`src/rtl/fifo_sync_param.sv`:
```
// Parameterised single-clock FIFO on block RAM: fill count, almost-full/empty thresholds,
// sticky overflow/underflow, and an optional first-word-fall-through read port.
module fifo_sync_param #(
    parameter int pDataWidth   = 8,
    parameter int pAddrWidth   = 9,
    parameter int pAlmostFull  = 480,
    parameter int pAlmostEmpty = 32,
    parameter int pFwft        = 0
) (
    input  logic                  iClk,
    input  logic                  iRst,
    input  logic                  iWrEn,
    input  logic [pDataWidth-1:0] iWrData,
    output logic                  oWrFull,
    output logic                  oAlmostFull,
    input  logic                  iRdEn,
    output logic [pDataWidth-1:0] oRdData,
    output logic                  oRdValid,
    output logic                  oRdEmpty,
    output logic                  oAlmostEmpty,
    output logic [pAddrWidth:0]   oCount,
    output logic                  oOverflow,
    output logic                  oUnderflow
);

    localparam int                  Depth        = 1 << pAddrWidth;
    localparam logic [pAddrWidth:0] DepthC       = {1'b1, {pAddrWidth{1'b0}}};
    localparam logic [pAddrWidth:0] AlmostFullC  = pAlmostFull[pAddrWidth:0];
    localparam logic [pAddrWidth:0] AlmostEmptyC = pAlmostEmpty[pAddrWidth:0];

    generate
        if (!(pAlmostEmpty >= 0 && pAlmostEmpty < pAlmostFull && pAlmostFull <= Depth &&
              pDataWidth >= 1 && pDataWidth <= 16 && pAddrWidth >= 1)) begin : gBadParams
            $error("fifo_sync_param: need pAlmostEmpty < pAlmostFull <= 2**pAddrWidth, 1 <= pDataWidth <= 16");
        end
    endgenerate

    logic [pDataWidth-1:0] mem [0:Depth-1];
    logic [pDataWidth-1:0] ramQ;
    logic [pAddrWidth-1:0] wrPtr, rdPtr;
    logic [pAddrWidth:0]   count;
    logic                  full, empty, push, pop, rdIssue;

    // Accept decisions only look at registered state, so a pop can never free room
    // for a push in the same cycle and the RAM never sees a same-address read/write.
    assign full = (count == DepthC);
    assign push = iWrEn & ~full;
    assign pop  = iRdEn & ~empty;

    assign oWrFull      = full;
    assign oCount       = count;
    assign oAlmostFull  = (count >= AlmostFullC);
    assign oAlmostEmpty = (count <= AlmostEmptyC);

    always_ff @(posedge iClk) begin
        if (iRst) begin
            wrPtr      <= '0;
            rdPtr      <= '0;
            count      <= '0;
            oOverflow  <= 1'b0;
            oUnderflow <= 1'b0;
        end else begin
            if (push)    wrPtr <= wrPtr + 1'b1;
            if (rdIssue) rdPtr <= rdPtr + 1'b1;
            if (push & ~pop)      count <= count + 1'b1;
            else if (pop & ~push) count <= count - 1'b1;
            if (iWrEn & full)  oOverflow  <= 1'b1;
            if (iRdEn & empty) oUnderflow <= 1'b1;
        end
    end

    // Plain EBR: synchronous write, registered read, no reset on the array.
    always_ff @(posedge iClk) begin
        if (push)    mem[wrPtr] <= iWrData;
        if (rdIssue) ramQ <= mem[rdPtr];
    end

    generate
        if (pFwft == 0) begin : gStd
            logic rdPend;

            assign empty    = (count == '0);
            assign rdIssue  = pop;
            assign oRdEmpty = empty;

            always_ff @(posedge iClk) begin
                if (iRst) begin
                    rdPend   <= 1'b0;
                    oRdValid <= 1'b0;
                    oRdData  <= '0;
                end else begin
                    rdPend   <= pop;
                    oRdValid <= rdPend;
                    if (rdPend) oRdData <= ramQ;
                end
            end
        end else begin : gFwft
            // ramQ acts as a prefetch stage in front of the output register; keeping
            // both full lets back-to-back pops run at one word per cycle.
            logic [pAddrWidth:0] ramCnt;
            logic                stageValid, outValid, load;

            assign empty    = ~outValid;
            assign load     = stageValid & (~outValid | pop);
            assign rdIssue  = (ramCnt != '0) & (~stageValid | load);
            assign oRdEmpty = ~outValid;
            assign oRdValid = outValid;

            always_ff @(posedge iClk) begin
                if (iRst) begin
                    ramCnt     <= '0;
                    stageValid <= 1'b0;
                    outValid   <= 1'b0;
                    oRdData    <= '0;
                end else begin
                    case ({push, rdIssue})
                        2'b10:   ramCnt <= ramCnt + 1'b1;
                        2'b01:   ramCnt <= ramCnt - 1'b1;
                        default: ramCnt <= ramCnt;
                    endcase
                    if (rdIssue)   stageValid <= 1'b1;
                    else if (load) stageValid <= 1'b0;
                    if (load) begin
                        outValid <= 1'b1;
                        oRdData  <= ramQ;
                    end else if (pop) begin
                        outValid <= 1'b0;
                    end
                end
            end
        end
    endgenerate

endmodule
```
`config.mk`:
```
export PLATFORM = sky130hd
export DESIGN_NAME = fifo_sync_param
export DESIGN_NICKNAME = d
export VERILOG_FILES = /design/src/rtl/fifo_sync_param.sv
export SDC_FILE = /design/constraint.sdc
export NUM_CORES = 2
export LEC_CHECK = 0
export CORE_MARGIN = 3
export CORE_UTILIZATION = 50
export DETAILED_ROUTE_END_ITERATION = 8
export MAX_ROUTING_LAYER = met4
export PLACE_DENSITY = 0.68
export SLEW_MARGIN = 15
export SYNTH_ARGS = -nofsm -noshare
export SYNTH_HDL_FRONTEND = slang
export SYNTH_SLANG_ARGS = --single-unit
export TNS_END_PERCENT = 30
```
`constraint.sdc`:
```
create_clock -name iClk -period 3.3 [get_ports iClk]
set_input_delay 0.33 -clock iClk [delete_from_list [all_inputs] [get_ports iClk]]
set_output_delay 0.33 -clock iClk [all_outputs]
set_load 0.02 [all_outputs]
```
== Word level (Yosys, flattened, before mapping) ==
Memory sizes are Yosys's and may differ from the RTL's. A register that Yosys moved wholly into a read port is not among the register bits.
Index checks and enable logic that the tools add are counted.
Storage, ports and cells
  flip-flop bits (word level): 40
  bits in writable memories: 4096
  bits of input ports: 12
  output and inout port bits: 25
  logic and storage cells: 32
  memories: 1
Memory list
  mem: words 512, width 8, read ports 1, clocked after Yosys merged registers in 1, write ports 1, line 38  | logic [pDataWidth-1:0] mem [0:Depth-1];
Cells by class
  add/sub/neg operators: 4
  order comparisons: 2
  equality and inequality tests: 1
  multiplexer cells: 4
  bitwise logic cells: 10
  reduce and logical (&&, ||, !) cells: 2
Operators with widths (count)
  $mux 10: 2
  $add 9x1->9 const B: 2
  $add 10x1->10 const B: 1
  $eq 10x10->1 const B: 1
  $ge 10x9->1 const B: 1
  $le 10x6->1 const B: 1
  $logic_not 10->1: 1
  $sub 10x1->10 const B: 1
  $and 1x1->1: 6
  $not 1->1: 4
  $mux 1: 2
  $reduce_bool 2->1: 1

== Longest topological paths before layout ==
  depth after elaboration: 7
  depth in mapped cells: 15
  mapped depth without buffers: 14

== Least setup slack after synthesis ==
Ideal clock, no wire load.
  kind: reg-to-reg
  start: register count[9], in the netlist oCount[9]
  end: register count[8], in the netlist oCount[8]
  library setup time: 115 ps
  data arrival time: 3836 ps
  required time: 3185 ps
  path slack: -650 ps
  stages on the path, launching flop included: 15
  buffers on the path: 1
  cell sequence: dfxtp_1 > clkbuf_1 > or4_1 > nor4b_2 > nand2b_1 > ha_1 > inv_1 > ha_1 > nor2b_1 > o21ai_0 > a21oi_1 > o21a_1 > o211ai_1 > a21oi_1 > a2111oi_0
On the way
  cells in the longest elaborated chain, start to end: 6
  elaborated cells on any way between the ends: 12
  those cells by class: 1 x eq/ne; 1 x mux; 8 x bitwise; 2 x reduce/logical
Ends and longest elaborated chain
  from (decl): line 41  | logic [pAddrWidth:0] count;
  from (signal assigned): line 65  | if (push & ~pop) count <= count + 1'b1;
  from (signal assigned): line 66  | else if (pop & ~push) count <= count - 1'b1;
  $logic_not 10->1 *: line 82  | assign empty = (count == '0);
  via oRdEmpty: line 19  | output logic oRdEmpty,
  $not 1->1 *: line 48  | assign pop = iRdEn & ~empty;
  $and 1x1->1 *: line 48
  $not 1->1: line 65
  $and 1x1->1: line 65
  $mux 10 / $reduce_bool 2->1 (equally long branches)
Mark *: on every way through the listed nets, which the timed path passes. The rest lies on a longest branch.
A chain may end at the register's enable or synchronous reset.

==> results.sh <==
export IMPL_crit_family="multiplexers"
export IMPL_synthFlopType="edfxtp_1"
export IMPL_drt_wl_total_mm=462
export IMPL_grt_overflow=0
export IMPL_critPathBufInv=6
export IMPL_crit_cells=12
export IMPL_cts_max_path_buffers=4
export IMPL_dp_hpwl_mm=294
export IMPL_clock_fmax_ghz=0.294
export IMPL_place_ws_ns=-1.10
export IMPL_violations="negative setup slack"
export IMPL_critPathKind="flip-flop to flip-flop"
export IMPL_netlist_area_leader_share=0.765
export IMPL_synth_edf_count=4104
export IMPL_clock_sinks=4144
export IMPL_arrival_ns=4.11
export IMPL_synthArstFlopShare=0
export IMPL_critPathMaxStageDelay_ns=0.52
export IMPL_hold_depth=3
export IMPL_multi_input_area_um2=35200
export IMPL_p_total_w=0.128
export IMPL_syn_to_final_growth_pct=18.8
export IMPL_gp_congestion=0.924
export IMPL_cts_tree="yes"
export IMPL_hold_path_class="input pin to flip-flop"
export IMPL_peakVddDrop_mv=0.529
export IMPL_yosysUniqueCellTypes=84
export IMPL_clk_latency_ns=0.99
export IMPL_root_buffer="clkbuf_16"
export IMPL_synth_area_top_cells="edfxtp_1, mux4_2, mux2i_1, nor2_1, a22oi_1"
export IMPL_vias=87800
export IMPL_syn_area_um2=161000
export IMPL_clk_pin_slew_ns=0.06
export IMPL_die_h_um=573
export IMPL_fp_dieW_um=573
export IMPL_leakage_nw=61.2
export IMPL_drtIter0Drc=13800
export IMPL_fin_crit_sh=1.03
export IMPL_drt_pass1_iter_count=6
export IMPL_period_minus_slack_ns=3.40
export IMPL_yosys_warnings=0
export IMPL_drc_errors=0
export IMPL_yosysTopAreaCell="edfxtp_1"
export IMPL_layout_drive_gt1_share=0.326
export IMPL_cts_buffers=401
export IMPL_ys_ff_latch=4144
export IMPL_avgSynthCellArea_um2=20.8
export IMPL_finalMaxSlewViolations=0
export IMPL_grt_max_degree=137
export IMPL_cp_cell_sequence="buf_12 -> buf_16 -> buf_16 -> buf_16 -> buf_12 -> mux4_2 -> mux4_2 -> a22o_4 -> nor3_4 -> buf_6 -> o221ai_2 -> o31a_1"
export IMPL_pin_count=37
export IMPL_dp_cells=12800
export IMPL_worst_slack_ns=-0.104
export IMPL_skew_ns=0.0757
export IMPL_rsz0062_at_grt="true"
export IMPL_final_nets=9067
export IMPL_vias_per_cell=6.42
export IMPL_synthCells=7741
export IMPL_cp_required_ns=4.01
export IMPL_endpoint_kind="flip-flop"
export IMPL_powerDensity_nw_per_um2=669
export IMPL_io_buffers=36
export IMPL_regArea_um2=124000
export IMPL_htree_levels=5
export IMPL_antenna_found_initial=19
export IMPL_synth_commonest_cells="edfxtp_1, mux4_2, nor2_1, mux2i_1, clkbuf_1"
export IMPL_slowest_stage="mux4_2"
export IMPL_rr_worst_depth=12
export IMPL_grt_pass1_wl_mm=652
export IMPL_drt_antenna_violating_nets=0
export IMPL_synth_nets=7768
export IMPL_fin_tns_setup_ns=-0.508
export IMPL_initial_utilization=0.504
export IMPL_core_area_um2=319000
export IMPL_setup_viol=8
export IMPL_maxCapViolCount=0
export IMPL_worstPathMaxFanout=6
export IMPL_fillers=21900
export IMPL_status="finished with violations"
export IMPL_avgRoutedWirePerCell_um=33.8
export IMPL_groute_usage_overall=0.285
export IMPL_worst_slew_pin_slew_ns=1.18
export IMPL_max_slew_margin_rel=0.214
export IMPL_yosysSeqAreaShare=0.770
export IMPL_startpoint_type="flip-flop"
export IMPL_row_count=207
export IMPL_cp_common_cell="buf_16"
export IMPL_final_util=0.599
export IMPL_yosysMostFrequentCell="edfxtp_1"
export IMPL_fp_dieArea_um2=329000
export IMPL_grt_pass1_vias=86500
export IMPL_final_hold_viol_count=0
export IMPL_layout_cells_non_filler=13700
==> final timing paths <==
path	slack [ns]	to	from
worst min-delay path	0.08	oUnderflow$_SDFFE_PP0P_	iRdEn
worst max register to register	-0.10	ramQ[7]$_DFFE_PP_	rdPtr[0]$_SDFFE_PP0P_
worst max-delay path	-0.10	ramQ[7]$_DFFE_PP_	rdPtr[0]$_SDFFE_PP0P_
worst min register to register	0.47	oOverflow$_SDFFE_PP0P_	oOverflow$_SDFFE_PP0P_
==> power breakdown <==
part	internal (W)	leakage, nW	switching [W]	total (W)
Sequential	0.0580	37.2	0.000194	0.0582
Clock	0.0266	6.45	0.0198	0.0464
Combinational	0.0114	17.5	0.0119	0.0234
==> flip-flops by register name, summed over array words and instances (netlist names) <==
register and cells:
gStd.rdPend 1, mem 4096, oCount 10, oOverflow 1
oRdData 8, oRdValid 1, oUnderflow 1, ramQ 8
rdPtr 9, wrPtr 9
==> cell usage in the layout (no fill, tap or decap), types with 78 or more instances in the layout <==
| cell | count |
|---|---|
| o21ai_0 | 78 |
| clkbuf_16 | 411 |
| buf_12 | 177 |
| a22oi_1 | 137 |
| a21oi_1 | 153 |
| nand2_1 | 158 |
| mux2i_1 | 332 |
| edfxtp_1 | 4104 |
| mux4_2 | 896 |
| nor2_1 | 595 |
| clkinv_2 | 80 |
| buf_4 | 1121 |
==> cells by family (layout without fill, tap and decap cells) <==
group                    Yosys count  count (layout)  synth area share
flip-flops                      4144            4144             0.770
multiplexers                    1278            1278             0.150
AND/OR/NAND/NOR                  968             968            0.0257
AO/OA/AOI/OAI                    806             806            0.0346
buffers and inverters            512            2140            0.0173
XOR/XNOR                          18              18          0.000979
adder cells (fa/ha/maj)           15              15           0.00121
other                              0              11                 0
==> layout make-up <==
class	count	share of cell area
tap	4284	0.0280
antenna	11	0.000144
multi-input combinational	3085	0.184
sequential	4144	0.648
inverter	19	0.000412
clock buffer	479	0.0542
clock inverter	253	0.0149
timing repair buffer	1389	0.0701
==> metrics by stage <==
stage	instance area, µm²	hold WS, ns
after floorplan	161000	0.429
after global placement	176000	0.449
after detailed placement	176000	0.473
after CTS	190000	0.0293
after global routing	191000	0.112
final	191000	0.0751
==> worst register-to-register path, stage by stage (launching register included) <==
cell and delay, ns:
dfxtp_4 0.43, buf_12 0.15, buf_16 0.15, buf_16 0.16, buf_16 0.18, buf_12 0.14
mux4_2 0.53, mux4_2 0.50, a22o_4 0.32, nor3_4 0.25, buf_6 0.15, o221ai_2 0.08
o31a_1 0.11
==> repair_timing <==
| action | CTS | global route |
|---|---|---|
| pin swaps | 23 | 33 |
| gates cloned | 4 | 8 |
| endpoints found under the hold margin | 350 | 0 |
| hold buffers | 10 | 0 |
| endpoints found under the setup margin | 9 | 20 |
| setup buffers | 22 | 33 |
| resized for setup | 131 | 83 |
==> per-layer routing <==
layer / GRT usage / share of wire / vias up
met2: 0.423 / 0.46 / 5963
met4: 0.106 / 0.044 / 0
li1: - / - / 34900
met1: 0.390 / 0.37 / 45900
met3: 0.0665 / 0.12 / 999
met5: - / 0 / -
No activity file was read; power rests on OpenSTA's default activity.
